<file path="src/rtl/output_ctrl_pkg.sv">
// Shared definitions for the output drain controller: state encoding,
// tile length width and the width helpers for the rotation and drain counters.
package output_ctrl_pkg;

   typedef enum logic [1:0] {
      IDLE  = 2'd0,
      FILL  = 2'd1,
      DRAIN = 2'd2,
      DONE  = 2'd3
   } drain_state_t;

   localparam int K_LEN_W = 16;

   function automatic int rot_width(input int size);
      return (size > 1) ? $clog2(size) : 1;
   endfunction

   // One extra bit so the drain index reaches 2*SIZE-2 without wrapping.
   function automatic int d_width(input int size);
      return $clog2(2 * size);
   endfunction

endpackage

</file>
<file path="src/rtl/lane_mask_gen.sv">
// Diagonal lane-valid mask: lane i holds a result while the drain index d
// lies in the window [i, i+SIZE).
module lane_mask_gen #(
   parameter int SIZE = 8,
   parameter int D_W  = 4
) (
   input  logic [D_W-1:0]  d,
   output logic [SIZE-1:0] mask
);

   always_comb begin
      mask = '0;
      for (int i = 0; i < SIZE; i++) begin
         mask[i] = (int'(d) >= i) && (int'(d) < i + SIZE);
      end
   end

endmodule

</file>
<file path="src/rtl/output_drain_ctrl.sv">
// Drains a SIZE x SIZE systolic result tile diagonally after a k_len-cycle fill.
// Define OUTPUT_DRAIN_REG_EN to add one register stage on the drain outputs and done.
module output_drain_ctrl
   import output_ctrl_pkg::*;
#(
   parameter int DATA_WIDTH = 8,
   parameter int SIZE       = 8
) (
   input  logic                         clk,
   input  logic                         rst,
   input  logic                         start,
   input  logic [K_LEN_W-1:0]           k_len,
   input  logic [DATA_WIDTH*SIZE-1:0]   in_row,
   output logic [rot_width(SIZE)-1:0]   rot,
   output logic [DATA_WIDTH*SIZE-1:0]   out_data,
   output logic [SIZE-1:0]              out_mask,
   output logic                         out_valid,
   output logic                         out_last,
   output logic                         busy,
   output logic                         done,
   output logic                         start_err
);

   localparam int RW = rot_width(SIZE);
   localparam int DW = d_width(SIZE);
   localparam logic [DW-1:0] D_LAST = DW'(2 * SIZE - 2);

   drain_state_t state, state_next;
   logic [K_LEN_W-1:0]         fill_cnt;
   logic [DW-1:0]              d;
   logic [SIZE-1:0]            lane_mask;
   logic                       drain_valid;
   logic                       drain_last;
   logic                       tile_done;
   logic [DATA_WIDTH*SIZE-1:0] drain_data;
   logic [SIZE-1:0]            drain_mask;

   lane_mask_gen #(
      .SIZE (SIZE),
      .D_W  (DW)
   ) u_lane_mask_gen (
      .d    (d),
      .mask (lane_mask)
   );

   always_comb begin
      state_next  = state;
      drain_valid = 1'b0;
      drain_last  = 1'b0;
      tile_done   = 1'b0;
      case (state)
         IDLE: begin
            if (start) begin
               state_next = (k_len == '0) ? DRAIN : FILL;
            end
         end
         FILL: begin
            if (fill_cnt == K_LEN_W'(1)) begin
               state_next = DRAIN;
            end
         end
         DRAIN: begin
            drain_valid = 1'b1;
            if (d == D_LAST) begin
               drain_last = 1'b1;
               state_next = DONE;
            end
         end
         DONE: begin
            tile_done  = 1'b1;
            state_next = IDLE;
         end
         default: state_next = IDLE;
      endcase
   end

   // rot restarts at 0 on acceptance and free-runs while a tile is in flight.
   always_ff @(posedge clk) begin
      if (rst) begin
         state     <= IDLE;
         fill_cnt  <= '0;
         d         <= '0;
         rot       <= '0;
         start_err <= 1'b0;
      end else begin
         state <= state_next;
         if (state == IDLE) begin
            if (start) begin
               fill_cnt <= k_len;
               rot      <= '0;
            end
         end else begin
            rot <= rot + RW'(1);
            if (start) begin
               start_err <= 1'b1;
            end
         end
         if (state == FILL) begin
            fill_cnt <= fill_cnt - K_LEN_W'(1);
         end
         if (state == DRAIN) begin
            d <= drain_last ? '0 : d + DW'(1);
         end
      end
   end

   assign busy       = (state != IDLE);
   assign drain_data = drain_valid ? in_row : '0;
   assign drain_mask = drain_valid ? lane_mask : '0;

`ifdef OUTPUT_DRAIN_REG_EN
   // done moves with the data stage so it still trails the registered out_last.
   always_ff @(posedge clk) begin
      if (rst) begin
         out_data  <= '0;
         out_mask  <= '0;
         out_valid <= 1'b0;
         out_last  <= 1'b0;
         done      <= 1'b0;
      end else begin
         out_data  <= drain_data;
         out_mask  <= drain_mask;
         out_valid <= drain_valid;
         out_last  <= drain_last;
         done      <= tile_done;
      end
   end
`else
   always_comb begin
      out_data  = drain_data;
      out_mask  = drain_mask;
      out_valid = drain_valid;
      out_last  = drain_last;
      done      = tile_done;
   end
`endif

endmodule

</file>
<file path="config.mk">
export PLATFORM = sky130hd
export DESIGN_NAME = output_drain_ctrl
export DESIGN_NICKNAME = d
export VERILOG_FILES = /design/src/rtl/output_ctrl_pkg.sv /design/src/rtl/lane_mask_gen.sv /design/src/rtl/output_drain_ctrl.sv
export SDC_FILE = /design/constraint.sdc
export NUM_CORES = 1
export LEC_CHECK = 0
export CAP_MARGIN = 5
export CORE_ASPECT_RATIO = 1.75
export CORE_MARGIN = 2
export CORE_UTILIZATION = 35
export DETAILED_ROUTE_END_ITERATION = 10
export PLACE_DENSITY = 0.8
export SYNTH_ARGS = -nofsm -noshare
export SYNTH_HDL_FRONTEND = slang
export SYNTH_HIERARCHICAL = 1
export SYNTH_SLANG_ARGS = --single-unit
</file>
<file path="constraint.sdc">
create_clock -name clk -period 2.4 [get_ports clk]
set_input_delay 0.48 -clock clk [delete_from_list [all_inputs] [get_ports clk]]
set_output_delay 0.48 -clock clk [all_outputs]
set_load 0.02 [all_outputs]
</file>
* After elaboration in Yosys (flattened, before gate mapping)
Index checks and enable logic that the tools add are counted.
Operators by class: div/mod/pow operators 0, bitwise logic cells 1, magnitude comparators 15, shift operators 0, mux-type cells 17, equal/unequal tests 8, $mul 0, reductions and logical operators 15, add/subtract/negate cells 3
Operators by type and width (count):
- $mux W64 | 1
- $mux W16 | 3
- $lt A4 B4 Y1 const B | 8
- $eq A16 B1 Y1 const B | 1
- $ge A4 B3 Y1 const B | 4
- $logic_not A16 Y1 | 1
- $sub A16 B1 Y16 const B | 1
- $ge A4 B2 Y1 const B | 2
- $mux W2 | 4
- $mux W8 | 1
- $pmux W2 S4 | 1
- $logic_and A1 B1 Y1 | 7
- $mux W3 | 2
- $ne A2 B2 Y1 const B | 3
- $reduce_bool A2 Y1 | 3
- $add A4 B1 Y4 const B | 1
- $eq A2 B2 Y1 const B | 2
- $eq A4 B4 Y1 const B | 1
- $ge A4 B1 Y1 const B | 1
- $mux W1 | 4
- $mux W4 | 1
- $reduce_and A2 Y1 | 2
- $add A3 B1 Y3 const B | 1
- $reduce_and A3 Y1 | 1
- 3 further kinds | 3
Storage, ports and cells: memory bits (writable) 0, latch bits 0, bits in registers 26, bits in read-only memories 0, memories 0, logic and storage cells 64

* Longest topological paths before layout
Gate-level depths: netlist (run 1).
depth after elaboration 4, gate-level depth with buffers 8, gate-level depth less buffers 6

* Modules after synthesis
The synthesis (run 1) kept the hierarchy.
Modules (own cells, without submodules):
- output_drain_ctrl | cells an instance 273, seq. area each 520.5 µm², instances 1, area each 1983.2 µm²
- lane_mask_gen | cells an instance 24, seq. area each 0.0 µm², instances 1, area each 200.2 µm²

* Worst setup path before layout (run 1)
OpenSTA, ideal clock, no wires.
kind register to output, from reg state[0], to out out_data[20], path buffers 2, data required time 1.920 ns, arrival 1.454 ns, path slack 0.466 ns, stages on the path, launching flop included 6, cell sequence dfxtp_1 > inv_1 > ha_1 > clkbuf_1 > clkbuf_1 > and2_1
Between the ends: cells in the longest elaborated chain, start to end 3
Ends and longest elaborated chain:
- from (decl) | RTL line output_drain_ctrl.sv:28 | drain_state_t state, state_next;
- from (signal assigned) | RTL line output_drain_ctrl.sv:86 | state <= state_next;
- $eq A2 B2 Y1 | RTL line output_drain_ctrl.sv:51 | case (state)
- $mux W1 | RTL line output_drain_ctrl.sv:51
- named net out_valid | RTL line output_drain_ctrl.sv:17 | output logic out_valid,
- $mux W64 | RTL line output_drain_ctrl.sv:108 | assign drain_data = drain_valid ? in_row : '0;
- to (decl) | RTL line output_drain_ctrl.sv:15 | output logic [DATA_WIDTH*SIZE-1:0] out_data,
The timed path passes the listed nets, and every way through them passes these cells.

* Worst setup path after layout (run 1)
from reg d[3], to out out_mask[3]
Between the ends: cells in the longest elaborated chain, start to end 3, elaborated cells on any way between the ends 4, those cells by class order compare: 2; mux: 1; reduce/logical: 1
Ends and longest elaborated chain:
- from (decl) | RTL line output_drain_ctrl.sv:30 | logic [DW-1:0] d;
- from (signal assigned) | RTL line output_drain_ctrl.sv:102 | d <= drain_last ? '0 : d + DW'(1);
- $ge A4 B2 Y1 or $lt A4 B4 Y1 (tied branches) | RTL line lane_mask_gen.sv:14 | mask[i] = (int'(d) >= i) && (int'(d) < i + SIZE);
- $logic_and A1 B1 Y1 * | RTL line lane_mask_gen.sv:14
- named net lane_mask[3] | RTL line output_drain_ctrl.sv:31 | logic [SIZE-1:0] lane_mask;
- $mux W8 * | RTL line output_drain_ctrl.sv:109 | assign drain_mask = drain_valid ? lane_mask : '0;
- to (decl) | RTL line output_drain_ctrl.sv:16 | output logic [SIZE-1:0] out_mask,
The timed path passes the listed nets; every way through them passes the cells marked *.

==> summary.md, run 1 <==
| Metric | Value |
|---|---|
| Run status | `finished clean` |
| CTS tree | `yes` |
| Port bufs | `about 160` |
| Critical path peak fanout | `6` |
| Routed WL | `roughly 8400 µm` |
| Synthesis Warnings | `6` |
| Worst reg2reg path depth | `4` |
| Worst-path cell with the longest stage delay | `dfxtp_1` |
| Initial core utilization | `between 30% and 40%` |
| Reg clk slew, reported paths | `roughly 0.1 ns` |
| Peak VDD IR | `roughly 0.00057 V` |
| Critical path cell sequence | `inv_1 -> ha_1 -> a21boi_0 -> a311oi_1 -> and2_1 -> dlygate4sd2_1` |
| Crit path to | `out_mask[3]` |
| Cells after Synth | `around 300` |
| Flop2flop setup slack | `~0.43 ns` |
| Leading area contributor after synthesis | `dfxtp_1` |
| Drt first-iter violations | `roughly 140` |
| Sequential share of power | `between 20% and 30%` |
| Non-Filler Instances | `544` |
| Final min period | `between 2 and 2.5 ns` |
| Peak Freq | `roughly 440 MHz` |
| Final setup fails | `0` |
| Syn Area/Cell | `7.351 µm²` |
| Max-slew violation count | `0` |
| Ys async rst share | `0%` |
| HPWL after DPL | `~6600 µm` |
| Syn Nets | `approximately 400` |
| Diodes inserted | `0` |
| Final hold vios | `0` |
| Clock Sinks | `26` |
| Wire length of the first global-routing pass | `12770 µm` |
| Worst setup startpoint | `d[3]$_SDFFE_PP0P_` |
| Pre-CTS WS | `between 0.1 and 0.15 ns` |
| Clock power share | `approximately 12%` |
| Unique masters post-synth | `46` |
| Core area | `about 6100 µm²` |
| Area share of the largest cell type after synthesis | `a little under a quarter` |
| Most used flip-flop cell after synthesis | `dfxtp_1` |
| H-tree depth | `1` |
| Vias post-DR | `2883` |
| Max-slew headroom | `63.53%` |
| Antenna Nets Post-Route | `0` |
| Setup bufs post-CTS | `0` |
| Most frequent cells in the layout | `89 x clkdlybuf4s50_1, 73 x and2_1, 43 x dlygate4sd2_1` |
| Critical Path AT | `roughly 1.8 ns` |
| Reg-to-Reg Start | `fill_cnt[7]$_SDFFE_PP0P_` |
| GR Util All Layers | `23.06%` |
| Detailed Routing Iterations Pass 1 | `4` |
| Placed cells | `540` |
| Clk buf depth | `2` |
| Net Switching | `around 1.4 mW` |
| Sequential share of the synthesized area | `a little under a quarter` |
| Worst-skew pair later-pin latency | `around 0.28 ns` |
| Hold Crit Class | `flip-flop to flip-flop` |
| Lkg Pwr | `between 2 and 2.5 nW` |
| Sw frac | `44.97%` |
| RSZ-0062 raised after global routing | `false` |
| CP required | `~1.9 ns` |
| Final Worst Setup Slack | `0.1194 ns` |
| Layout cells sized above 1 | `7.328%` |
| Setup crit start kind | `flip-flop` |
| Mapped cell area | `between 2000 and 2500 µm²` |
| Internal power | `about 1.7 mW` |
| Skew final | `0.003879 ns` |
| Routability cong. | `between 0.8 and 0.9` |
| Pwr dens | `about 750 nW/µm²` |
| I/O Pins | `between 150 and 200` |
| Critical path's largest stage delay | `around 0.34 ns` |
| Die area | `between 6000 and 7000 µm²` |
| Die H | `108.5 µm` |
| Max_cap viols | `0` |
| Initial antenna violation count | `0` |
| Hold WS | `about 0.47 ns` |
| Core Util, Final | `about two thirds` |
| Largest net degree at the start of global routing | `60` |
| Die W | `~64 µm` |
| Layout area overhead | `86.99%` |
| Drt wl/cell | `roughly 15 µm` |
| EDFF count, synth | `0` |
| Total gr overflow | `0` |
| Root Buffer Master | `clkbuf_8` |
| Logic pwr share | `a little under two thirds` |
| Vias/cell | `roughly 5.3` |
| Worst setup EP type | `output port` |
| Number of global-route vias before repair | `between 2000 and 3000` |
| Number of synthesized register bits | `26` |
| Commonest non-fill, non-tap cell in the layout | `clkdlybuf4s50_1` |
| Critical path class | `flip-flop to output port` |
| Nets | `about 560` |
| Period utilisation layout | `between 90% and 100%` |
| Critical R2R Capture | `fill_cnt[12]$_SDFFE_PP0P_` |
| # DRC | `0` |
| Row cnt | `38` |
| Setup_tns | `0 ns` |
| Synth top area cells | `dfxtp_1 24%, and2_1 21%, ha_1 8.6%` |
| Clock buffer count from CTS | `3` |
| Worst-Margin Slew | `0.5453 ns` |
-- kinds of logic after synthesis --
kind of cell,Yosys count,share of synthesized area (%)
compound gates,65,19.31
fa+ha+maj,15,8.596
buf+inv,27,4.814
flops,26,23.84
mux,3,1.490
simple gates,161,41.95
-- metal layers --
metal	up-vias	GRT usage [%]	share of wire, %
met5	-	0	0
met4	0	7.609	1.8
met3	19	4.162	8.7
met2	182	45.34	54
met1	1307	23.98	36
li1	1375	-	-
-- through the flow --
step / power, mW / instance area [µm²]
3_5_place_dp: 2.730 / 3988
2_1_floorplan: 1.850 / 2183
3_3_place_gp: 2.699 / 3988
5_1_grt: 3.264 / 4083
4_1_cts: 3.063 / 4008
6_report: 3.061 / 4083
-- synth_stat cells, drive strengths merged, types with 5 or more instances --
cell type and count:
nor3 5, a21oi 22, a31oi 10, or4 5, o211ai 5, nor2 23
nand2 21, inv 10, nand3 5, dfxtp 26, and2 73, ha 15
or3 6, clkbuf 16, o21ai 9
-- registers in the layout, indices dropped and copies added, names as in the netlist --
name       count
d              4
start_err      1
fill_cnt      16
rot            3
state          2
-- how the worst min path moves through the flow --
stage	startpoint	end	depth (start not counted)
after floorplan	state[0]$_SDFFE_PP0P_	state[0]$_SDFFE_PP0P_	2
after global placement	start_err$_SDFFE_PP0P_	start_err$_SDFFE_PP0P_	2
after detailed placement	start_err$_SDFFE_PP0P_	start_err$_SDFFE_PP0P_	2
after CTS	start_err$_SDFFE_PP0P_	start_err$_SDFFE_PP0P_	2
after global routing	start_err$_SDFFE_PP0P_	start_err$_SDFFE_PP0P_	2
final	start_err$_SDFFE_PP0P_	start_err$_SDFFE_PP0P_	2
-- power by group through the flow --
stage	Combinational [mW]	Sequential (mW)	Clock [mW]
after floorplan	1.13	0.718	0
after global placement	1.97	0.727	0
after detailed placement	2.00	0.735	0
after CTS	1.95	0.731	0.384
after global routing	2.11	0.755	0.397
final	1.94	0.737	0.379
-- final cells by class --
class | instances | area, µm²
clock inverters | 1 | 30.03
inverters | 10 | 37.54
fillers | 531 | 2051
well taps | 80 | 100.1
clock buffers | 3 | 41.29
repair buffers | 180 | 1790
multi-input cells | 244 | 1560
flip-flops and latches | 26 | 523.0
-- worst max-delay path: cells and delay by family, from the launching register on --
kind	cells	cell delay, ns
DFF	1	0.34
AOI/OAI and AO/OA	2	0.37
buffers and inverters	2	0.43
and+or+nand+nor	1	0.15
adders and majority gates	1	0.23
-- repair_timing --
action                     CTS  global route
gates resized for setup     45            30
hold buffers                 0             0
pin swaps                    0             0
setup endpoints to repair   43            30
No activity file was read; power rests on OpenSTA's default activity.
==> run 2, diff against run 1 <==
--- a/config.mk
+++ b/config.mk
@@ -10,6 +10,7 @@
 export CORE_MARGIN = 2
 export CORE_UTILIZATION = 35
 export DETAILED_ROUTE_END_ITERATION = 10
+export GPL_ROUTABILITY_DRIVEN = 0
 export PLACE_DENSITY = 0.8
 export SYNTH_ARGS = -nofsm -noshare
 export SYNTH_HDL_FRONTEND = slang
==> summary.md, run 2 (same netlist as run 1, synthesis figures left out) <==
| Metric | Value |
|---|---|
| Final Cell Area | `roughly 4000 µm²` |
| Detailed Routing Iterations Pass 1 | `4` |
| Final setup fails | `0` |
| Critical path class | `flip-flop to output port` |
| Die area | `approximately 6900 µm²` |
| Clock Sinks | `26` |
| Layout area overhead | `84.87%` |
| Reg-to-Reg Start | `state[1]$_SDFFE_PP0P_` |
| Antenna Nets Post-Route | `0` |
| Skew final | `0.002968 ns` |
| Setup crit start kind | `flip-flop` |
| Run status | `finished clean` |
| Critical path peak fanout | `8` |
| Setup_tns | `0 ns` |
| Largest net degree at the start of global routing | `about 50` |
| # DRC | `0` |
| Initial core utilization | `between 30% and 40%` |
| Worst setup EP type | `output port` |
| Hold Crit Class | `flip-flop to flip-flop` |
| Critical Path AT | `1.82 ns` |
| Initial antenna violation count | `0` |
| Final min period | `around 2.3 ns` |
| Core Util, Final | `between 60% and 70%` |
| Lkg Pwr | `approximately 2.0 nW` |
| Clock power share | `approximately 13%` |
| Net Switching | `around 1.4 mW` |
| Drt wl/cell | `15.28 µm` |
| Core area | `6133 µm²` |
| Critical R2R Capture | `fill_cnt[11]$_SDFFE_PP0P_` |
| Routed WL | `approximately 8300 µm` |
| Reg clk slew, reported paths | `approximately 0.1 ns` |
| Period utilisation layout | `a little over nine tenths` |
| Sw frac | `44.87%` |
| Biggest register | `fill_cnt` |
| Total gr overflow | `0` |
| Area of placed instances | `4000 µm²` |
| Die W | `~64 µm` |
| Clk buf depth | `2` |
| Nets | `563` |
| Vias/cell | `~5.2` |
| Worst Hold End | `rot[2]$_SDFFE_PP0P_` |
| Max_cap viols | `0` |
| Root Buffer Master | `clkbuf_8` |
| RSZ-0062 raised after global routing | `false` |
| Max FFs per register | `16` |
| I/O Pins | `approximately 160` |
| CP required | `approximately 1.9 ns` |
| Row cnt | `38` |
| Die H | `about 110 µm` |
| Port bufs | `approximately 160` |
| Worst-Margin Slew | `around 0.55 ns` |
| Top flop regs | `fill_cnt: 16 flops, d: 4 flops, rot: 3 flops` |
| Worst Hold Depth | `2` |
| Wire length of the first global-routing pass | `roughly 13000 µm` |
| GR Util All Layers | `about a quarter` |
| Worst-skew pair later-pin latency | `0.30 ns` |
| Sequential share of power | `24.0%` |
| Peak VDD IR | `about 0.0005 V` |
| Logic pwr share | `a little over three fifths` |
| Diodes inserted | `0` |
| Drt first-iter violations | `92` |
| Internal power | `around 1.7 mW` |
| Worst hold start | `rot[2]$_SDFFE_PP0P_` |
| Flop2flop setup slack | `between 0.3 and 0.4 ns` |
| Vias post-DR | `2832` |
| CTS tree | `yes` |
| Final hold vios | `0` |
| Max-slew violation count | `0` |
| Setup bufs post-CTS | `0` |
| H-tree depth | `1` |
| Peak Freq | `between 400 and 500 MHz` |
| Worst reg2reg path depth | `6` |
| Most frequent cells in the layout | `89 x clkdlybuf4s50_1, 73 x and2_1, 58 x dlygate4sd2_1` |
| Max-slew headroom | `between 60% and 70%` |
| Number of global-route vias before repair | `approximately 2600` |
| Clock buffer count from CTS | `3` |
| Layout cells sized above 1 | `between 7 and 8%` |
| HPWL after DPL | `roughly 6700 µm` |
| Commonest non-fill, non-tap cell in the layout | `clkdlybuf4s50_1` |
| Fill count | `between 500 and 600` |
| Pwr dens | `roughly 750 nW/µm²` |
-- run 2: changes by cell type in the layout (fill, tap and decap cells not counted), sizes merged --
cell | previous run | this run
dlymetal6s2s | 30 | 13
dlygate4sd2 | 43 | 58
clkdlybuf4s15 | 0 | 2
-- run 2: repair_timing --
action                                  4_1_cts  5_1_grt
hold endpoints to repair                      0        0
hold buffers                                  0        0
gates resized for setup                      62       16
endpoints found under the setup margin       61       15
pin swaps                                     0        0
-- run 2: worst max path at each step --
| stage | from | endpoint | slack, ns |
|---|---|---|---|
| 6_report | d[2]$_SDFFE_PP0P_ | out_mask[6] | 0.1 |
| 5_1_grt | d[3]$_SDFFE_PP0P_ | out_mask[3] | 0.006 |
| 4_1_cts | state[0]$_SDFFE_PP0P_ | out_last | 0.0001 |
| 3_5_place_dp | d[3]$_SDFFE_PP0P_ | out_mask[3] | 0.14 |
| 3_3_place_gp | d[3]$_SDFFE_PP0P_ | out_mask[3] | 0.17 |
| 2_1_floorplan | state[0]$_SDFFE_PP0P_ | out_data[20] | 0.47 |
-- run 2: area by class of cell --
class	count	area [µm²]	area share [%]
Multi-Input combinational cell	244	1560	38.65
Inverter	10	37.54	0.9299
Clock inverter	1	30.03	0.7440
Timing Repair Buffer	180	1742	43.15
Sequential cell	26	525.5	13.02
Tap cell	80	100.1	2.480
Clock buffer	3	41.29	1.023
-- run 2: critical path, cell delays in order, from the launching register on --
cell and delay (ns):
dfxtp_1 0.32, buf_4 0.16, ha_1 0.21, o311a_1 0.35
and2_1 0.15, dlygate4sd2_1 0.33
-- run 2: power groups by stage --
stage / clock network [mW] / registers [mW] / logic, mW
after floorplan: 0 / 0.718 / 1.13
after global placement: 0 / 0.727 / 1.99
after detailed placement: 0 / 0.736 / 2.02
after CTS: 0.394 / 0.727 / 1.93
after global routing: 0.403 / 0.757 / 2.10
final: 0.388 / 0.729 / 1.92
-- run 2: metal layers --
metal  wire, µm  track usage (%)
met2       4407            45.11
met3        657            4.995
met4        256            10.25
met1       2990            24.70
met5          0                0
-- run 2: metrics by stage --
stage	worst slack (ns)	hold slack (ns)	instances	power, mW
2_1_floorplan	0.4656	0.4829	297	1.850
3_3_place_gp	0.1667	0.4569	540	2.716
3_5_place_dp	0.1392	0.4816	540	2.753
4_1_cts	0.0001186	0.5049	544	3.054
5_1_grt	0.005613	0.5450	544	3.260
6_report	0.09601	0.4964	544	3.039
==> run 3, diff against run 2 <==
--- a/config.mk
+++ b/config.mk
@@ -5,6 +5,7 @@
 export SDC_FILE = /design/constraint.sdc
 export NUM_CORES = 1
 export LEC_CHECK = 0
+export ABC_CLOCK_PERIOD_IN_PS = 2400
 export CAP_MARGIN = 5
 export CORE_ASPECT_RATIO = 1.75
 export CORE_MARGIN = 2
@@ -12,6 +13,7 @@
 export DETAILED_ROUTE_END_ITERATION = 10
 export GPL_ROUTABILITY_DRIVEN = 0
 export PLACE_DENSITY = 0.8
+export SLEW_MARGIN = 15
 export SYNTH_ARGS = -nofsm -noshare
 export SYNTH_HDL_FRONTEND = slang
 export SYNTH_HIERARCHICAL = 1
==> results of run 3 <==
Same layout as run 2: the final DEF is identical, and so are final timing and power.
